$ cat src/rtl/fifo_nibble_pkg.sv
// Shared constants and state encoding for the nibble-to-word assembler.
package fifo_nibble_pkg;

  localparam int unsigned NIBBLE_WIDTH = 4;

  typedef enum logic {
    COLLECT,
    HOLD
  } assembler_state_t;

endpackage

$ cat src/rtl/fifo_nibble_assembler.sv
// Pops nibbles from a FWFT FIFO and packs them MSB-first into a word presented
// on a valid/ready handshake; flush emits a zero-padded partial word.
module fifo_nibble_assembler
  import fifo_nibble_pkg::*;
#(
  parameter int unsigned NIBBLES_PER_WORD = 4
) (
  input  logic                                     clk_i,
  input  logic                                     reset_i,
  input  logic                                     fifo_empty_i,
  input  logic [NIBBLE_WIDTH-1:0]                  fifo_data_i,
  output logic                                     fifo_read_o,
  input  logic                                     flush_i,
  output logic [NIBBLE_WIDTH*NIBBLES_PER_WORD-1:0] word_o,
  output logic                                     word_valid_o,
  output logic                                     word_partial_o,
  input  logic                                     word_ready_i
);

  localparam int unsigned W    = NIBBLE_WIDTH * NIBBLES_PER_WORD;
  localparam int unsigned CntW = $clog2(NIBBLES_PER_WORD + 1);

  assembler_state_t state_q, state_d;
  logic [W-1:0]     acc_q, acc_d;
  logic [CntW-1:0]  count_q, count_d;
  logic [W-1:0]     word_q, word_d;
  logic             valid_q, valid_d;
  logic             partial_q, partial_d;

  logic [W-1:0]     shifted;
  logic [31:0]      pad_bits;

  // Gated by reset so no pop can reach the FIFO while the block is held in reset.
  assign fifo_read_o = reset_i & (state_q == COLLECT) & ~fifo_empty_i & ~flush_i;

  assign shifted  = {acc_q[W-NIBBLE_WIDTH-1:0], fifo_data_i};
  assign pad_bits = NIBBLE_WIDTH * (NIBBLES_PER_WORD - 32'(count_q));

  always_comb begin
    state_d   = state_q;
    acc_d     = acc_q;
    count_d   = count_q;
    word_d    = word_q;
    valid_d   = valid_q;
    partial_d = partial_q;

    unique case (state_q)
      COLLECT: begin
        if (flush_i) begin
          if (count_q != '0) begin
            // Left-align the collected nibbles so the unfilled tail reads as zero.
            word_d    = acc_q << pad_bits;
            valid_d   = 1'b1;
            partial_d = 1'b1;
            count_d   = '0;
            acc_d     = '0;
            state_d   = HOLD;
          end
        end else if (fifo_read_o) begin
          if (count_q == CntW'(NIBBLES_PER_WORD - 1)) begin
            word_d    = shifted;
            valid_d   = 1'b1;
            partial_d = 1'b0;
            count_d   = '0;
            acc_d     = '0;
            state_d   = HOLD;
          end else begin
            acc_d   = shifted;
            count_d = count_q + CntW'(1);
          end
        end
      end
      HOLD: begin
        if (valid_q && word_ready_i) begin
          valid_d = 1'b0;
          state_d = COLLECT;
        end
      end
    endcase
  end

  always_ff @(posedge clk_i or negedge reset_i) begin
    if (!reset_i) begin
      state_q   <= COLLECT;
      acc_q     <= '0;
      count_q   <= '0;
      word_q    <= '0;
      valid_q   <= 1'b0;
      partial_q <= 1'b0;
    end else begin
      state_q   <= state_d;
      acc_q     <= acc_d;
      count_q   <= count_d;
      word_q    <= word_d;
      valid_q   <= valid_d;
      partial_q <= partial_d;
    end
  end

  assign word_o         = word_q;
  assign word_valid_o   = valid_q;
  assign word_partial_o = partial_q;

endmodule
$ cat config.mk
export PLATFORM = sky130hd
export DESIGN_NAME = fifo_nibble_assembler
export DESIGN_NICKNAME = d
export VERILOG_FILES = /design/src/rtl/fifo_nibble_pkg.sv /design/src/rtl/fifo_nibble_assembler.sv
export SDC_FILE = /design/constraint.sdc
export NUM_CORES = 1
export LEC_CHECK = 0
export BUFFER_PORTS_ARGS = -buffer_cell sky130_fd_sc_hd__buf_2
export CAP_MARGIN = 30
export CORE_ASPECT_RATIO = 0.6
export CORE_MARGIN = 8
export CORE_UTILIZATION = 30
export CTS_CLUSTER_DIAMETER = 60
export DETAILED_ROUTE_END_ITERATION = 7
export GPL_TIMING_DRIVEN = 0
export MAX_ROUTING_LAYER = met4
export PLACE_DENSITY = 0.5
export SETUP_SLACK_MARGIN = 0.02
export SYNTH_ARGS = -nofsm -noshare
export SYNTH_HDL_FRONTEND = slang
export SYNTH_SLANG_ARGS = --single-unit
$ cat constraint.sdc
create_clock -name clk_i -period 4.1 [get_ports clk_i]
set_clock_uncertainty 0.1 [all_clocks]
set_input_delay 0.82 -clock clk_i [delete_from_list [all_inputs] [get_ports clk_i]]
set_output_delay 0.82 -clock clk_i [all_outputs]
set_load 0.03 [all_outputs]
After elaboration in Yosys (flattened, before gate mapping)
Index checks and enable logic that the tools add are counted.

word-level totals
  bits in registers = 38
  output and inout bits = 19

operators by class
  $add $sub $neg = 2
  equality and inequality tests = 6
  shifts and indexed selects = 1
  muxes and demuxes = 27
  bitwise operators = 6
  reductions and logical operators = 7

operators with widths
  operator                                               number
  2-to-1 mux 16 bit                                      8
  << shifter 16 x 32 -> 16 bit                           1
  2-to-1 mux 1 bit                                       13
  2-to-1 mux 3 bit                                       4
  AND reduction 4 bit                                    2
  inequality test 3 x 2 -> 1 bit, second input constant  2
  inequality test 2 x 1 -> 1 bit, second input constant  2
  case mux 1 bit (2 select lines)                        2
  nonzero test 2 bit                                     2
  subtractor 3 x 3 -> 4 bit, first input constant        1
  adder 3 x 1 -> 3 bit, second input constant            1
  AND 1 bit                                              3
  equality test 3 x 2 -> 1 bit, second input constant    1
  inequality test 3 bit, second input constant           1
  NOT 1 bit                                              3
  AND reduction 3 bit                                    1
  nonzero test 3 bit                                     1
  logical AND 1 bit                                      1

Depth between registers and ports, before layout
Gate-level depths: netlist of run 1.

  depth after elaboration = 7
  gate-level depth with buffers = 8
  depth with buffers taken out = 7

Worst setup path after synthesis of run 1
Ideal clock, no wire load.

  kind = input to output
  start point = input port flush_i
  end point = output port fifo_read_o
  data arrival time = 1.683 ns
  setup slack = 1.497 ns
  cell stages on the path = 2
  path buffers = 1
  cell sequence = buf_6 -> nor4b_2

on the way
  word-level cells in the longest chain between the ends = 2

RTL lines
  item                line                         source
  start: declaration  fifo_nibble_assembler.sv:13  input logic flush_i,
  NOT 1 bit           fifo_nibble_assembler.sv:34  assign fifo_read_o = reset_i & (state_q == COLLECT) & ~fifo_empty_i & ~flush_i;
  AND 1 bit           fifo_nibble_assembler.sv:34
  end: declaration    fifo_nibble_assembler.sv:12  output logic fifo_read_o,

No other way between the ends.

Final worst setup path of run 1
  start point = input port reset_i
  end point = output port fifo_read_o

on the way
  word-level cells in the longest chain between the ends = 3

RTL lines
  item                    line                         source
  start: declaration      fifo_nibble_assembler.sv:9   input logic reset_i,
  AND 1 bit (3 in a row)  fifo_nibble_assembler.sv:34

No other way between the ends.

==> results of run 1 <==
## Yosys cell counts, drive strengths merged
cell type   n
dfrtp      38
nand2      26
a22o       16
o21ai      13
buf         9
a21oi       8
a22oi       8
nor2        8
inv         6
mux2i       6
mux2        5
nor3        4
a221oi      3
clkbuf      3
ha          3
nor2b       3
a2111oi     2
a221o       2
a2bb2oi     2
nand3       2
o2bb2ai     2
o41ai       2
a21o        1
nor3b       1
nor4        1
nor4b       1
o21a        1
or2b        1
or3         1
or3b        1
## per-stage QoR
step	utilization, %	hold WS [ns]	power, mW
floorplan	-	0.3439	1.191
finish	37.04	0.3788	1.697
CTS	36.71	0.3882	1.716
detailed placement	35.16	0.3708	1.434
global placement	35.16	0.3665	1.436
global route	37.04	0.4050	1.841
## metal layers
metal	part of all wire [%]	up-vias
met5	0	-
met4	0.73	0
met3	6.7	6
met2	39	42
met1	53	745
li1	-	729
## critical path: stages
cell	delay (ns)
buf_2	0.10
buf_12	0.22
nor4b_2	0.31
buf_2	0.26
## power by group
group	switching, mW	internal [mW]
clock network	0.139	0.135
logic	0.525	0.285
registers	0.113	0.499
total	0.777	0.920
## kinds of logic (layout without fill, tap and decap cells)
family / Yosys count / in the layout / synth area share (%)
compound gates: 60 / 60 / 24.46
mux: 11 / 11 / 6.066
buf+inv: 18 / 54 / 5.088
simple gates: 49 / 49 / 12.85
flops: 38 / 38 / 49.58
fa+ha+maj: 3 / 3 / 1.957
## worst paths after layout
path | endpoint | slack (ns) | from | cells after the start
hold reg to reg | word_partial_o | 0.38 | word_partial_o | 2
max in group asynchronous | count_q[2] | 3.31 | reset_i | 2
min in group asynchronous | acc_q[15] | 0.39 | reset_i | 2
hold / removal | word_partial_o | 0.38 | word_partial_o | 2
setup reg to reg | word_o[14] | 1.73 | count_q[0] | 8
setup / recovery | fifo_read_o | 1.46 | reset_i | 4
## area by class of cell
type	count	area, um2
sequential	38	950.9
timing repair buffer	28	155.1
multi-input combinational	123	869.6
tap	84	105.1
clock buffer	6	82.58
inverter	6	22.52
fill	620	3865
clock inverter	2	12.51
buffer	12	75.07
## state kept, by name, indices dropped and copies added, names as in the netlist
register / count
acc_q: 16
count_q: 3
state_q: 1
word_o: 16
word_partial_o: 1
word_valid_o: 1
==> out/qor.csv, run 1 <==
metric,value,unit
firstDrtPassIters,4,
synth.distinct_cells,37,
min_path_type,reg2reg,
cap_violations,0,
post_cts_resized,0,
worstSetupPathType,in2out,
crit_path_start_kind,input port,
antenna_cells,0,
cts_tree,yes,
maxSlewViolCount,0,
final_nets,226,
post-place-ws,0.9290,ns
fp-row-count,22,
max_slew_margin,61.65,%
clock-sinks,38,
final_area,2273,um2
syn_avg_cell_area,10.72,um2
use_met2,15.97,%
die_w,119.2,um
antenna_found_initial,0,
ir_drop,267.2,uV
fmax,378.2,MHz
hold_viol_final,0,
synth_area_leaders,"dfrtp_1, a22o_1, nand2_1",
vias_per_cell,5.090,
cts_buffers,5,
clk_root_buffer_cell,clkbuf_8,
dieArea,9292,um2
grt_overflow,0,
fin_cells,299,
drt-total-wl,5194,um
start_util,31.25,%
grt_usage,12.48,%
synth_area,1918,um2
finalSetupViolCount,0,
grt_start_max_net_pins,41,
tightest_slew,0.5732,ns
post_drt_wl_per_cell,17.37,um
critPathCaptureType,output pin,
fin_crit_sh,64.48,%
core,6138,um2
grt_use_met3,4.335,%
synth_warnings,0,
htree_num_levels,2,
tns,0,ns
area_delta_synth_final,18.53,%
setup_ws,1.456,ns
fp.dieH,77.94,um
yosysTopAreaCell,dfrtp_1,
layout_common_cells,"dfrtp_1, buf_2, nand2_1",
synth_seq_cells,38,
power-per-cell-area,746.3,nW/um2
synth_top_area_share,49.58,%
use_met1,17.91,%
cts.reportedPaths.clkPinSlew,0.07,ns
critPathRequiredTime,3.18,ns
final_common_cell,dfrtp_1,
status,finished clean,
grt_pass1_wl,8970,um
drt_iter0_drc,82,
cts-hold-fix-buffers,0,
dp.final_hpwl,3657,um
cts_setup_buffers,0,
placed_cell_area,2158,um2
ant_nets,0,
placedCellCount,290,
syn-num-nets,191,
port_buffers,27,
finalCriticalPeriod,2.644,ns
first_global_vias,1653,
io_pins,28,
layout-drive-gt1-share,26.05,%
rsz0062_at_grt,no,
synth_seq_area_share,49.58,%
clock_path_buffers,2,
cp_data_arrival_time,1.72,ns
gp_congestion,0.8032,
top_usage_layer,met1,
power_leakage,1.044,nW
drc_errors,0,
clk_latency,0.29,ns
route.vias.total,1522,
syn_inst,179,
crit_fanout,40,
No activity file was read; power rests on OpenSTA's default activity.
==> run 2: changes to the inputs <==
ABC_AREA = 1   (was default)
PLACE_DENSITY = 0.52   (was 0.5)
clock period = 2.36 ns   (was 4.1 ns; I/O delays follow)
==> run 2 against run 1 <==
  * The run now ends with negative hold slack left
  * Core utilization up 0.53 points
  * Via count grew 18%
  * Combinational power grew 90%
  * Critical path depth increased by 8
  * Worst setup slack got worse by 1.3 ns
  * Clock power up 110%
  * Design area is 2.8% higher
  * Synthesized cell count grew 43%
  * Global-route usage down 0.15 points
  * Count of clock-buffer cells in the layout unchanged
  * Die area is 1.7% higher
==> out/qor.csv, run 2 <==
metric,value,unit
power-per-cell-area,1370,nW/um2
synth_area_leaders,"dfrtp_1, nand2_1, o21ai_0",
ys.flop_type,dfrtp_1,
clock-sinks,38,
critPathCaptureType,flop,
min_path_type,in2async,
nFillCells,668,
crit_fanout,8,
rsz0062_at_grt,no,
holdWs,-0.03315,ns
htree_num_levels,2,
grt_usage,12.34,%
setup_ws,0.2018,ns
fin_crit_sh,91.45,%
synth_seq_area_share,48.56,%
cp_data_arrival_time,2.29,ns
async_reset_ff_share,100.0,%
drt_iter0_drc,162,
drc_errors,0,
synth_warnings,0,
dp.final_hpwl,3976,um
cpMostUsedCell,nand2_1,
worstSetupPathType,reg2reg,
synth_most_common_cell,nand2_1,
tightest_slew,0.4524,ns
finalCriticalPeriod,2.158,ns
cap_violations,0,
cts_tree,yes,
cp_slowest_cell,dfrtp_1,
gp_congestion,0.8595,
final_nets,303,
final_area,2337,um2
post-route-util,37.57,%
core,6221,um2
drt-total-wl,5437,um
cts-hold-fix-buffers,0,
antenna_found_initial,0,
die_w,120.3,um
synth_top_area_share,48.56,%
antenna_cells,0,
slowest_delay,0.35,ns
layout-drive-gt1-share,19.24,%
cts.reportedPaths.clkPinSlew,0.08,ns
multi_input_area,847.1,um2
grt_start_max_net_pins,40,
violations,negative hold slack,
post-place-ws,-0.1841,ns
vias_per_cell,4.773,
final_common_cell,nand2_1,
layout_common_cells,"nand2_1, dfrtp_1, buf_2",
route.vias.total,1790,
fp.dieH,78.58,um
dieArea,9453,um2
ant_nets,0,
cts_buffers,5,
crit_path_start_kind,flop,
synth_area,1958,um2
total_power,3.203,mW
start_util,31.48,%
grt_pass1_wl,9004,um
clk_latency,0.29,ns
ir_drop,440.7,uV
synthTopCellsByCount,"nand2_1, dfrtp_1, inv_1",
cp_num_buf_inv,3,
cp_top_family,simple AND/OR/NAND/NOR gates,
critPathRequiredTime,2.49,ns
synth_edf_count,0,
placed_cell_area,2198,um2
max_slew_margin,69.84,%
seqCellArea,950.9,um2
finalSetupViolCount,0,
first_global_vias,1709,
post_drt_wl_per_cell,14.50,um
port_buffers,27,
yosysTopAreaCell,dfrtp_1,
synth_seq_cells,38,
fmax,463.4,MHz
grt_overflow,0,
syn-num-nets,268,
maxSlewViolCount,0,
area_delta_synth_final,19.36,%
clk_root_buffer_cell,clkbuf_8,
power_leakage,1.190,nW
firstDrtPassIters,5,
synth.distinct_cells,24,
path_cells,buf_2 -> inv_4 -> ha_1 -> ha_1 -> nand2_1 -> nor2_4 -> nand2_2 -> inv_4 -> nand2_1 -> o21ai_1 -> nand2_1 -> nand2_1,
hold_viol_final,38,
io_pins,28,
syn_inst,256,
syn_avg_cell_area,7.649,um2
status,"finished, violations left",
clock_path_buffers,2,
fp-row-count,22,
## run 2: cell types whose count changed in the layout (fill, tap and decap cells not counted), moves of 8 or more
cell     delta
o22ai_1    +14
a22oi_1     -8
o21ai_1    -11
nand2_1    +60
nand3_1    +15
o21ai_0    +19
a22o_1     -16
nor2_1     +12
inv_1      +21
## run 2: path summary, 6_finish.rpt
path | start | end | slack, ns | cells past startpoint
worst max register to register | count_q[0] | word_o[5] | 0.20 | 12
max in group asynchronous | reset_i | acc_q[4] | 1.91 | 1
worst min register to register | word_o[4] | word_o[4] | 0.38 | 2
min in group clk_i | fifo_data_i[1] | acc_q[1] | 0.33 | 3
worst max-delay path | count_q[0] | word_o[5] | 0.20 | 12
worst min-delay path | reset_i | word_o[11] | -0.03 | 1
## run 2: layer usage
metal | vias up | wire length, um | share of wire, % | track usage, %
met5 | - | 0 | 0 | -
met4 | 0 | 28 | 0.51 | 2.602
met3 | 5 | 428 | 7.9 | 3.929
met2 | 61 | 1939 | 36 | 14.94
met1 | 837 | 3040 | 56 | 18.68
li1 | 887 | - | - | -
## run 2: stage by stage
stage	std cells	hold WS (ns)	setup TNS (ns)
6_report	375	-0.03315	0
5_1_grt	375	0.0009154	0
4_1_cts	374	0.06481	0
3_5_place_dp	367	0.3609	-1.179
3_3_place_gp	367	0.3482	-1.251
2_1_floorplan	256	0.07641	0
## run 2: kinds of logic (layout without fill, tap and decap cells)
logic type | Yosys count | after routing | synth area share (%)
flops | 38 | 38 | 48.56
compound gates | 42 | 42 | 11.82
simple gates | 135 | 135 | 29.39
buf+inv | 38 | 73 | 8.306
fa+ha+maj | 3 | 3 | 1.917
## run 2: area by class of cell
class / count / area share, %
sequential: 38 / 40.69
multi-input combinational: 180 / 36.24
timing repair buffer: 28 / 6.370
inverter: 30 / 5.246
tap: 84 / 4.497
clock buffer: 6 / 3.533
buffer: 8 / 2.141
clock inverter: 1 / 1.285
## run 2: what timing repair did
item,CTS,global route
pin swaps,0,1
endpoints found under the setup margin,6,16
cloned,0,0
resized for setup,2,7
setup buffers,0,1
## run 2: power by group
part | total [mW] | internal, mW | switching [mW]
Clock | 0.578 | 0.339 | 0.239
Sequential | 1.09 | 0.919 | 0.169
Combinational | 1.54 | 0.460 | 1.08
Total | 3.20 | 1.72 | 1.49
==> run 3: changes to the inputs <==
PLACE_DENSITY = 0.5   (was 0.52)
clock period = 2.4 ns   (was 2.36 ns; I/O delays follow)
==> run 3 against run 2 <==
  * The run now ends clean
  * Core utilization is 0.32 points lower
  * First-iteration DRC count is 2.5% higher
  * Combinational power hardly changed
  * Flip-flop and latch count stayed put
  * Total power is 4.6% lower
  * Critical path type is now in2out
  * Critical endpoint is now fifo_read_o
  * Largest cell class unchanged
  * Largest power group unchanged
==> out/qor.csv, run 3 (synthesis gave the netlist of run 2 again) <==
metric,value,unit
tightest_slew,0.5188,ns
placedCellCount,367,
antenna_found_initial,0,
fp-row-count,22,
min_path_type,in2async,
cap_violations,0,
clock_path_buffers,2,
tns,0,ns
final_common_cell,nand2_1,
final_nets,303,
io_pins,28,
clk_root_buffer_cell,clkbuf_8,
vias_per_cell,4.625,
die_w,120.3,um
grt_pass1_wl,8963,um
gp_congestion,0.8708,
rr_startpoint,count_q[0],
power-per-cell-area,1318,nW/um2
ant_nets,0,
worstSetupPathType,in2out,
cp-startpoint,reset_i,
clk_latency,0.29,ns
nFillCells,678,
switching_share,48.07,%
finalCriticalPeriod,2.194,ns
internal_power,1.587,mW
drc_errors,0,
ir_drop,442.5,uV
critPathCaptureType,output pin,
grt_start_max_net_pins,40,
power.switching,1.469,mW
cts_buffers,5,
grt_usage,12.59,%
first_global_vias,1654,
htree_num_levels,2,
power.share.combinational,49.5,%
cts_tree,yes,
drt_iter0_drc,166,
power_frac_seq,34.8,%
max_slew_margin,65.41,%
port_buffers,27,
holdWs,0.05209,ns
area_delta_synth_final,18.34,%
drt-total-wl,5540,um
rsz0062_at_grt,no,
dieArea,9453,um2
antenna_cells,0,
clock-sinks,38,
firstDrtPassIters,4,
fp.dieH,78.58,um
layout-drive-gt1-share,19.86,%
fin_crit_sh,91.42,%
fmax,455.8,MHz
critPathRequiredTime,1.82,ns
power_leakage,1.182,nW
grt_overflow,0,
hold_viol_final,0,
maxSlewViolCount,0,
layout_common_cells,"nand2_1, dfrtp_1, buf_2",
crit_path_start_kind,input port,
fin_cells,376,
core,6221,um2
clockPowerShare,15.7,%
finalSetupViolCount,0,
start_util,31.48,%
cts.reportedPaths.clkPinSlew,0.08,ns
post_drt_wl_per_cell,14.73,um
dp.final_hpwl,4036,um
crit_fanout,39,
status,finished clean,
post-route-util,37.25,%
cp_data_arrival_time,1.61,ns
route.vias.total,1739,
## run 3: worst max-delay path: stages
cell and delay, ns:
buf_4 0.42, nand3b_1 0.17, or2_1 0.28, inv_1 0.06
buf_2 0.19
## run 3: final cells by class
cell class / instances / area [um2] / area share [%]
flip-flops and latches: 38 / 950.9 / 41.04
multi-input cells: 180 / 850.8 / 36.72
repair buffers: 28 / 145.1 / 6.263
inverters: 30 / 120.1 / 5.184
well taps: 84 / 105.1 / 4.536
clock buffers: 6 / 82.58 / 3.564
plain buffers: 8 / 50.05 / 2.160
clock inverters: 2 / 12.51 / 0.5400
## run 3: what timing repair did
| action | 4_1_cts | 5_1_grt |
|---|---|---|
| pin swaps | 0 | 1 |
| setup buffers | 0 | 1 |
| gates cloned | 0 | 0 |
| hold endpoints to repair | 0 | 0 |
| resized for setup | 3 | 6 |
| hold buffers | 0 | 0 |
| setup endpoints to repair | 8 | 17 |
## run 3: power groups by stage
stage	registers (mW)	logic (mW)	clock network, mW
2_1_floorplan	1.31	0.798	0
3_3_place_gp	1.07	1.48	0
3_5_place_dp	1.08	1.47	0
4_1_cts	1.07	1.48	0.490
5_1_grt	1.11	1.69	0.519
6_report	1.06	1.51	0.478
## run 3: metal layers
metal / part of all wire [%] / vias up / GRT usage (%)
li1: - / 890 / -
met1: 56 / 784 / 18.28
met2: 34 / 56 / 14.71
met3: 8.8 / 9 / 5.286
met4: 1.4 / 0 / 3.841
met5: 0 / - / -
## run 3: final timing paths
check                      cells after the start        endpoint  slack [ns]
setup / recovery                               5     fifo_read_o        0.21
hold / removal                                 1       word_o[3]        0.05
setup reg to reg                              10      word_o[14]        0.26
hold reg to reg                                2  word_partial_o        0.37
max in group asynchronous                      1       acc_q[10]        1.78
min in group clk_i                             3        acc_q[2]        0.32
## run 3: stage by stage
stage	instance area, um2	total power [mW]	setup slack [ns]
after floorplan	1958	2.108	0.4531
after global placement	2198	2.559	-0.1608
after detailed placement	2198	2.548	-0.1625
after CTS	2300	3.039	0.05284
after global routing	2317	3.315	0.04064
final	2317	3.055	0.2060
